<file path="src/rtl/adc_ram_packer.sv">
// Packs a triggered stream of 10-bit ADC samples densely into 256-bit RAM words,
// written LSB-first to consecutive addresses starting at 0.
module adc_ram_packer #(
  parameter int unsigned SAMPLES = 131072,
  parameter int unsigned ADDR_W  = 13,
  parameter int unsigned DEPTH   = 5120
) (
  input  logic              clk_250MHz,
  input  logic              rst,
  input  logic              trg,
  input  logic              smp_valid,
  input  logic [9:0]        smp_dat,
  output logic              ram_wen,
  output logic [ADDR_W-1:0] ram_wadrs,
  output logic [255:0]      ram_wdat,
  output logic              busy,
  output logic              done,
  output logic              ovf
);

  localparam int unsigned CntW  = $clog2(SAMPLES + 1);
  localparam int unsigned Words = (SAMPLES * 10 + 255) / 256;

  if (Words > DEPTH) begin : g_depth_chk
    $error("adc_ram_packer: capture does not fit in DEPTH words");
  end
  if (DEPTH > (1 << ADDR_W)) begin : g_addr_chk
    $error("adc_ram_packer: DEPTH exceeds the ADDR_W address space");
  end

  typedef enum logic [2:0] {StIdle, StCapture, StFlush, StDrain, StDone} state_e;

  state_e              state_q, state_d;
  logic                trg_q;
  logic [255:0]        acc_q;
  logic [7:0]          fill_q;
  logic [CntW-1:0]     cnt_q;
  logic [ADDR_W-1:0]   adr_q;
  logic                wen_q;
  logic [ADDR_W-1:0]   wadrs_q;
  logic [255:0]        wdat_q;
  logic                ovf_q;

  logic                trg_edge;
  logic                take;
  logic                last;
  logic [8:0]          fill_sum;
  logic                emit;
  logic [7:0]          fill_new;
  logic [265:0]        merged;
  logic [255:0]        acc_new;
  logic                late_valid;

  assign trg_edge   = trg & ~trg_q;
  assign take       = (state_q == StCapture) && smp_valid;
  assign last       = (cnt_q == CntW'(SAMPLES - 1));
  assign fill_sum   = {1'b0, fill_q} + 9'd10;
  assign emit       = fill_sum[8];
  // Low byte of the sum is the new fill both with and without an emitted word.
  assign fill_new   = fill_sum[7:0];
  assign merged     = {10'b0, acc_q} | ({256'b0, smp_dat} << fill_q);
  assign acc_new    = emit ? {246'b0, merged[265:256]} : merged[255:0];
  assign late_valid = smp_valid &&
                      (state_q == StFlush || state_q == StDrain || state_q == StDone);

  always_ff @(posedge clk_250MHz) begin
    if (!rst) begin
      state_q <= StIdle;
    end else begin
      state_q <= state_d;
    end
  end

  always_comb begin
    state_d = state_q;
    unique case (state_q)
      StIdle:    if (trg_edge) state_d = StCapture;
      StCapture: if (take && last) state_d = (fill_new != 8'd0) ? StFlush : StDrain;
      StFlush:   state_d = StDrain;
      StDrain:   state_d = StDone;
      StDone:    state_d = StIdle;
      default:   state_d = StIdle;
    endcase
  end

  always_comb begin
    busy = (state_q != StIdle);
    done = (state_q == StDone);
  end

  always_ff @(posedge clk_250MHz) begin
    if (!rst) begin
      trg_q   <= 1'b0;
      acc_q   <= '0;
      fill_q  <= '0;
      cnt_q   <= '0;
      adr_q   <= '0;
      wen_q   <= 1'b0;
      wadrs_q <= '0;
      wdat_q  <= '0;
      ovf_q   <= 1'b0;
    end else begin
      trg_q <= trg;
      wen_q <= 1'b0;
      if (state_q == StIdle && trg_edge) begin
        acc_q  <= '0;
        fill_q <= '0;
        cnt_q  <= '0;
        adr_q  <= '0;
        ovf_q  <= 1'b0;
      end
      if (take) begin
        acc_q  <= acc_new;
        fill_q <= fill_new;
        cnt_q  <= cnt_q + CntW'(1);
        if (emit) begin
          wen_q   <= 1'b1;
          wadrs_q <= adr_q;
          wdat_q  <= merged[255:0];
          adr_q   <= adr_q + ADDR_W'(1);
        end
      end
      // Bits above fill are always zero, so the accumulator is already padded.
      if (state_q == StFlush) begin
        wen_q   <= 1'b1;
        wadrs_q <= adr_q;
        wdat_q  <= acc_q;
      end
      if (late_valid) begin
        ovf_q <= 1'b1;
      end
    end
  end

  assign ram_wen   = wen_q;
  assign ram_wadrs = wadrs_q;
  assign ram_wdat  = wdat_q;
  assign ovf       = ovf_q;

endmodule

</file>
<file path="config.mk">
export PLATFORM = sky130hd
export DESIGN_NAME = adc_ram_packer
export DESIGN_NICKNAME = d
export VERILOG_FILES = /design/src/rtl/adc_ram_packer.sv
export SDC_FILE = /design/constraint.sdc
export NUM_CORES = 1
export LEC_CHECK = 0
export CAP_MARGIN = 20
export CORE_ASPECT_RATIO = 2
export CORE_MARGIN = 3
export CORE_UTILIZATION = 45
export CTS_CLUSTER_DIAMETER = 120
export DETAILED_ROUTE_END_ITERATION = 8
export PLACE_DENSITY = 0.76
export SYNTH_ARGS = -nofsm -noshare
export SYNTH_HDL_FRONTEND = slang
export SYNTH_SLANG_ARGS = --single-unit
</file>
<file path="constraint.sdc">
create_clock -name clk_250MHz -period 4.05 [get_ports clk_250MHz]
set_input_delay 0.6075 -clock clk_250MHz [delete_from_list [all_inputs] [get_ports clk_250MHz]]
set_output_delay 0.6075 -clock clk_250MHz [all_outputs]
set_load 0.03 [all_outputs]
</file>
==> run summary <==
Main synth FF type: dfxtp_1
Crit path DAT: 3830 ps
DP Area: 24300 um2
CP Launch Type: flop
Max Clk Rate: 301 MHz
Worst vdd ir: 384 uV
Post-synth EDFFs: 0
Synth cell types: 72
First-pass GRT wire length: 109000 um
Grt total ovfl: 0
Core box area: 46000 um2
Antenna violations before repair: 0
Post_cts resized: 0
Largest net degree at the start of global routing: 241
DR iter-0 viols: 1738
Total CTS buffers: 47
Row count: 111
Number of synthesized register bits: 569
Synth Cell Area: 21000 um2
Total routed wirelength: 73100 um
Maximum clock insertion buffer count: 3
CP endpoint kind: flop
Synth Instances: 2107
Critical path class: reg -> reg
Starting Density: 0.457
Via/cell ratio: 6.36
Post-route cell area: 25900 um2
Status: finished, final reports clean
Lkg Pwr: 8.70 nW
Layout cells sized above 1: 0.0752
Relative max-transition margin: 0.176
Period minus WS final: 3320 ps
Slew Limit Fails: 0
I/O Buffers: 286
Largest cells by area after synthesis: dfxtp_1 (54%), a22o_1 (10%), nand3_1 (4.5%)
Final Skew: 14.4 ps
# Max-Cap Violations: 0
Number of fill cells: 3991
Total Routing Usage GR: 0.277
DRC violations left: 0
Drt first pass iters: 6
Yosys top cell area share: 0.542
TritonCTS clock tree: done
Worst-path clk slew: 70 ps
N_diodes: 0
Vias in the first global route: 18.1k
Slew @ Worst Pin: 1240 ps
Setup_tns: 0 ps
Post-synth ARST share: 0
Post-DP HPWL: 48800 um
Placer Congestion: 0.924
IO Pins: 287
Power per cell area: 431 nW/um2
Hold Crit Class: reg -> reg
Yosys warnings: 0
Area grow syn2layout: 23.0%
Die Width: 159 um
Post-CTS setup buffer count: 0
Final Setup Violations: 0
Die ar.: 49500 um2
Final Net Count: 2309
Final worst path period share: 0.820
CTS root buf: clkbuf_16
Routed via count: 18.7k
DRT antenna net count: 0
Mapped Nets: 2124
Fin cells: 2947
CP max FO: 76
RSZ-0062 raised after global routing: no
Hold Fails Final Rpt: 0
Hold_buf cts: 0
Wire per inst: 24.8 um
Cell taking the most area after synthesis: dfxtp_1
Seq/Total Area, Yosys: 0.542
CP required: 4550 ps
Clock sinks: 569
Synth Area per Inst: 9.98 um2
Dpl cells: 2862
Die height: 312 um
CTS HTree Levels: 2
Worst-skew pair later-pin latency: 580 ps
==> worst max-delay path: stages, from the launching register on <==
cell,delay [ps]
dfxtp_1,940
nand3_2,410
nor4_4,470
o21ai_2,360
inv_8,460
buf_12,350
a22o_1,210
==> metal layers <==
layer  track usage  share of wire  up-vias
met5             0              0        -
met4         0.203          0.083        0
met3        0.0426          0.073      252
met2         0.477           0.49      977
met1         0.310           0.36     9118
li1              -              -     8382
==> cell type report <==
type	instances	area [um2]	area share
clock buffers	68	1370	0.0529
clock inverters	15	224	0.00866
multi-input cells	1316	8730	0.338
repair buffers	335	3270	0.126
flip-flops and latches	569	11400	0.440
inverters	23	101	0.00392
well taps	621	777	0.0300
==> worst paths after layout <==
check,start,endpoint,slack (ps),cells after the start
worst max-delay path,fill_q[5],ram_wdat[120],730,6
worst max register to register,fill_q[5],ram_wdat[120],730,6
worst min register to register,acc_q[243],acc_q[243],450,2
worst min-delay path,acc_q[243],acc_q[243],450,2
==> power by group <==
part | leakage, nW | switching [W] | internal [W]
sequential | 4.58 | 0.0000235 | 0.00561
combinational | 3.34 | 0.000608 | 0.000147
clock | 0.777 | 0.00209 | 0.00268
==> cell families (layout without fill, tap and decap cells) <==
group,count (synthesis),after routing,synth area share
xor gates and xnor gates,6,6,0.00250
AOI/OAI and AO/OA,751,751,0.262
DFF,569,569,0.542
and+or+nand+nor,535,535,0.133
adders and majority gates,3,3,0.00178
muxes,21,21,0.0127
buffers and inverters,222,441,0.0468
==> cells in the mapped netlist, types with 11 or more instances <==
library cell,number
dfxtp_1,569
a22o_1,239
nand3_1,190
a21oi_1,185
nor2_1,144
clkbuf_1,106
a32oi_1,104
o21ai_0,74
buf_2,60
nand2_1,43
nor3_1,35
o2bb2ai_1,22
a31oi_1,20
a32o_1,18
buf_1,18
inv_1,18
o22ai_1,16
and2_1,12
and3_1,12
nand4_1,12
mux2i_1,11
==> registers in the layout, indices dropped and copies added, names as in the netlist <==
| signal | flops |
|---|---|
| cnt_q | 18 |
| trg_q | 1 |
| state_q | 3 |
| acc_q | 256 |
| fill_q | 7 |
| ovf | 1 |
| ram_wen | 1 |
| ram_wadrs | 13 |
| ram_wdat | 256 |
| adr_q | 13 |
==> metrics by stage <==
| stage | hold WS [ps] | utilization | power, W | setup slack [ps] |
|---|---|---|---|---|
| after global routing | 469 | 0.563 | 0.0114 | 576 |
| after CTS | 451 | 0.562 | 0.0112 | 809 |
| final | 451 | 0.563 | 0.0112 | 727 |
| after floorplan | 424 | - | 0.00622 | 1990 |
| after detailed placement | 443 | 0.528 | 0.00649 | 732 |
| after global placement | 434 | 0.528 | 0.00647 | 822 |
==> cells in the final DEF, fill, tap and decap left out, types with 7 or more instances in the layout <==
cell               n
o22ai_1           16
a22o_1           239
clkbuf_1          12
a21oi_1          185
o2bb2ai_1         22
buf_4             43
a32o_1            18
nor4_1             7
o211ai_1           8
clkbuf_8           7
inv_1             18
nand2b_1          10
nand4_1           12
nor2_1           144
mux2i_1           11
a32oi_1          104
nand3b_1           9
a31oi_1           20
clkdlybuf4s50_1  285
nand3_1          190
and2_1            12
clkbuf_16         49
dfxtp_1          569
nand2_1           42
and3_1            12
nor3_1            33
o21ai_0           74
or3_1             10
No activity file was read; power rests on OpenSTA's default activity.
==> patch 1 (same settings) <==
The parameter `SAMPLES` goes from 131072 to 65536.
--- a/src/rtl/adc_ram_packer.sv
+++ b/src/rtl/adc_ram_packer.sv
@@ -1,7 +1,7 @@
 // Packs a triggered stream of 10-bit ADC samples densely into 256-bit RAM words,
 // written LSB-first to consecutive addresses starting at 0.
 module adc_ram_packer #(
-  parameter int unsigned SAMPLES = 131072,
+  parameter int unsigned SAMPLES = 65536,
   parameter int unsigned ADDR_W  = 13,
   parameter int unsigned DEPTH   = 5120
 ) (
Formal check against the unedited RTL: same outputs for any inputs over 4 cycles, from zero or initial values and one cycle with rst low; that may be too few to reach the edited logic, so the function may still have changed.
==> patch 1 against the unedited design <==
Synthesized area fell by 4.0%. Total power decreased by 1.9%. Clock power grew 3%. Sequential cell count down 1. Wire length is 7.8% lower. Fmax rose by 9.7%. Utilization is 0.66 points higher. Clock skew up 2.1 ps. Setup slack improved by 290 ps. Final area fell by 2.5%. Largest cell class unchanged.
==> patch 1: results (changes against the unedited design) <==
[global_route]
antenna_found_initial=1  ; +1
grt_max_degree=219  ; -9.1%
grt_pass1_vias=17171  ; -4.9%
grt_use_total=0.272  ; -0.00534
grt_pass1_wl_um=101000  ; -6.8%

[sta]
slew_headroom=0.273  ; +0.0971
fin_worst_skew_ps=16.5  ; +2.08 ps

[placed_design]
numPortBuffers=286  ; unchanged
dp_hpwl_um=46700  ; -4.3%
placedCellCount=2766  ; -3.4%
post-place-ws_ps=754  ; +21.3 ps
place_congestion=0.947  ; +2.5%
placed_area_mm2=0.0236  ; -2.9%

[cts]
clk_pin_slew_ps=70  ; about the same
cts_setup_buffers=0  ; unchanged
cts-resized-gates=0  ; unchanged
clockBufferDepth=3  ; unchanged

[synth]
synthTopCellsByArea=dfxtp_1 (56%), a22o_1 (10%), a21oi_1 (5.4%)
netlist_top_cells_count=dfxtp_1 (568), a22o_1 (241), nor2_1 (220)
synth_fp_nets=2046  ; -3.7%
synth_cells=2028  ; -3.7%
ys_types=71  ; -1.4%
ys_seq_area_frac=0.563  ; +0.0217

[finish]
fin_cells=2854  ; -3.2%
layout-drive-gt1-share=0.0761  ; +0.000884
final_nets=2278  ; -1.3%

[route]
vias_per_cell=6.14  ; -3.4%
dr.pass1.iters=8  ; +2
top_layer=met5
met1Wirelength_um=24200  ; -7.5%
drtIter0Drc=1431  ; -18%
met3WireLength_um=4560  ; -14%
drt_wl_total_um=67400  ; -7.8%
met2_length_um=32700  ; -7.9%

[power]
ir_drop_mv=0.321  ; -16%
p_leak_nw=8.83  ; +1.6%

[critical_path]
cpLargestDelayFamily=buffers and inverters
cp_max_fo=62  ; -18%
arrival_ps=3540  ; -290 ps

[outcome]
status=complete, no violations

==> patch 1: changes by cell type after synthesis, moves of 14 or more <==
| cell | unedited run | this run |
|---|---|---|
| a31oi_1 | 20 | 78 |
| a21oi_1 | 185 | 219 |
| buf_2 | 60 | 76 |
| a32oi_1 | 104 | 0 |
| nor2_1 | 144 | 220 |
| inv_1 | 18 | 54 |
| nand2_1 | 43 | 57 |
| clkbuf_1 | 106 | 57 |
| nand3_1 | 190 | 26 |
==> patch 1: path summary, 6_finish.rpt <==
check,startpoint,endpoint,slack [ps],cells after the start
setup / recovery,fill_q[2],ram_wdat[91],1020,7
hold / removal,acc_q[178],acc_q[178],450,2
setup reg to reg,fill_q[2],ram_wdat[91],1020,7
hold reg to reg,acc_q[178],acc_q[178],450,2
==> patch 1: cells by family (layout without fill, tap and decap cells) <==
| logic type | after synthesis | in the layout | synth area share |
|---|---|---|---|
| adders and majority gates | 4 | 4 | 0.00248 |
| DFF | 568 | 568 | 0.563 |
| and+or+nand+nor | 470 | 470 | 0.113 |
| AOI/OAI and AO/OA | 743 | 743 | 0.256 |
| buffers and inverters | 216 | 487 | 0.0484 |
| xor gates and xnor gates | 3 | 3 | 0.00130 |
| muxes | 24 | 24 | 0.0148 |
==> patch 1: layer usage <==
| metal | global-route usage | up-vias |
|---|---|---|
| li1 | - | 7914 |
| met1 | 0.306 | 8419 |
| met2 | 0.460 | 915 |
| met3 | 0.0408 | 267 |
| met4 | 0.203 | 2 |
| met5 | 0 | - |
==> patch 1: final cells by class <==
class,count,area (µm²)
multi-input combinational,1244,7900
sequential,568,11400
tap,555,694
clock buffer,67,1370
timing repair buffer,341,3360
inverter,58,225
fill,3731,19100
clock inverter,21,302
==> patch 1: report_power, final <==
group / switching (mW) / internal (mW) / total [mW]
Clock: 2.12 / 2.77 / 4.90
Sequential: 0.0120 / 5.59 / 5.60
Combinational: 0.342 / 0.0952 / 0.437
Total: 2.48 / 8.46 / 10.9
==> patch 1: worst min-delay path, cell delays in order (launching register included) <==
cell and delay (ps):
dfxtp_1 310, inv_1 50, a21oi_1 50
==> patch 2 (same flow settings) <==
Without the edit above. Put one more register stage on the output `ovf`. The value now appears one clock later. The other outputs are not delayed to match.
--- a/src/rtl/adc_ram_packer.sv
+++ b/src/rtl/adc_ram_packer.sv
@@ -135,7 +135,9 @@
   assign ram_wen   = wen_q;
   assign ram_wadrs = wadrs_q;
   assign ram_wdat  = wdat_q;
-  assign ovf       = ovf_q;
+  always_ff @(posedge clk_250MHz) begin
+    ovf <= ovf_q;
+  end
 
 endmodule
 
Function: no difference found for any inputs over 4 cycles, from zero or initial values and one cycle with rst low; that may be too few to reach the edited logic, so the function may still have changed.
==> patch 2 against the unedited design <==
Final area about the same. Wire length up 3.1%. Total power down 1.4%. Synthesized area about the same. Largest cell class unchanged. Utilization down 0.19 points. Sequential cell count up 1. Setup slack better by 110 ps. Final cell count up 0.20%.
==> patch 2: results (changes against the unedited design) <==
[outcome]
status=complete, no violations

[power]
p_leak_nw=8.71  ; +0.13%
comb_cell_power_mw=0.764  ; +1%
ir_drop_mv=0.288  ; -25%
powerClk_mw=4.58  ; -4%
finalPower_mw=11.0  ; -1.4%
p_sw_mw=2.74  ; +0.88%

[critical_path]
cpPeakStageDelay_ps=980  ; +40 ps
r2r_end=ram_wdat[75]
r2r-start=fill_q[1]
r2r_slack_ps=840  ; +110 ps
required_ps=4570  ; +20 ps

[route]
met2_length_um=37200  ; +4.8%
met1Wirelength_um=26500  ; +1.4%
vias_per_cell=6.41  ; +0.94%
dr.pass1.iters=8  ; +2
met3WireLength_um=5460  ; +2.9%
drt_wl_total_um=75400  ; +3.1%

[cts]
cts_buffers=48  ; +2.1%

[sta]
fin_worst_skew_ps=18.3  ; +3.91 ps
timing.hold.ws_ps=358  ; -93.0 ps

[synth]
netlist_top_cells_count=dfxtp_1 (570), a22o_1 (239), nand3_1 (190)
ys_seq_area_frac=0.542  ; about the same
synth_fp_nets=2125  ; +0.047%

[worst_hold_path]
hold_start=ovf_q
hold_end=ovf

[placed_design]
dp_hpwl_um=50100  ; +2.7%
post-place-ws_ps=867  ; +134 ps
placedCellCount=2867  ; +0.17%

[global_route]
use_met3=0.0411  ; -0.00146
grt_pass1_wl_um=112000  ; +3.2%
grt_pass1_vias=18240  ; +1.0%

[finish]
fin_cells=2953  ; +0.20%
final_nets=2314  ; +0.22%
layout-drive-gt1-share=0.0755  ; +0.000235

[patch 2: worst max path at each step]
stage	from	endpoint	slack, ps	depth (start not counted)
after global placement	smp_valid	acc_q[36]	920	5
final	fill_q[1]	ram_wdat[75]	840	6
after CTS	fill_q[1]	ram_wdat[75]	910	6
after detailed placement	smp_valid	acc_q[36]	870	5
after floorplan	trg	acc_q[128]	1990	5
after global routing	fill_q[1]	ram_wdat[41]	630	6
[patch 2: cells by family after synthesis]
family	after synthesis	share of synthesized area
fa+ha+maj	3	0.00178
flops	570	0.542
compound gates	751	0.262
xor+xnor	6	0.00250
mux	21	0.0127
simple gates	535	0.132
buf+inv	222	0.0467
[patch 2: cell type report]
class / count / area (µm²)
timing repair buffer: 338 / 3330
clock inverter: 15 / 124
fill: 3992 / 20300
multi-input combinational: 1316 / 8700
clock buffer: 70 / 1410
inverter: 23 / 101
sequential: 570 / 11400
tap: 621 / 777
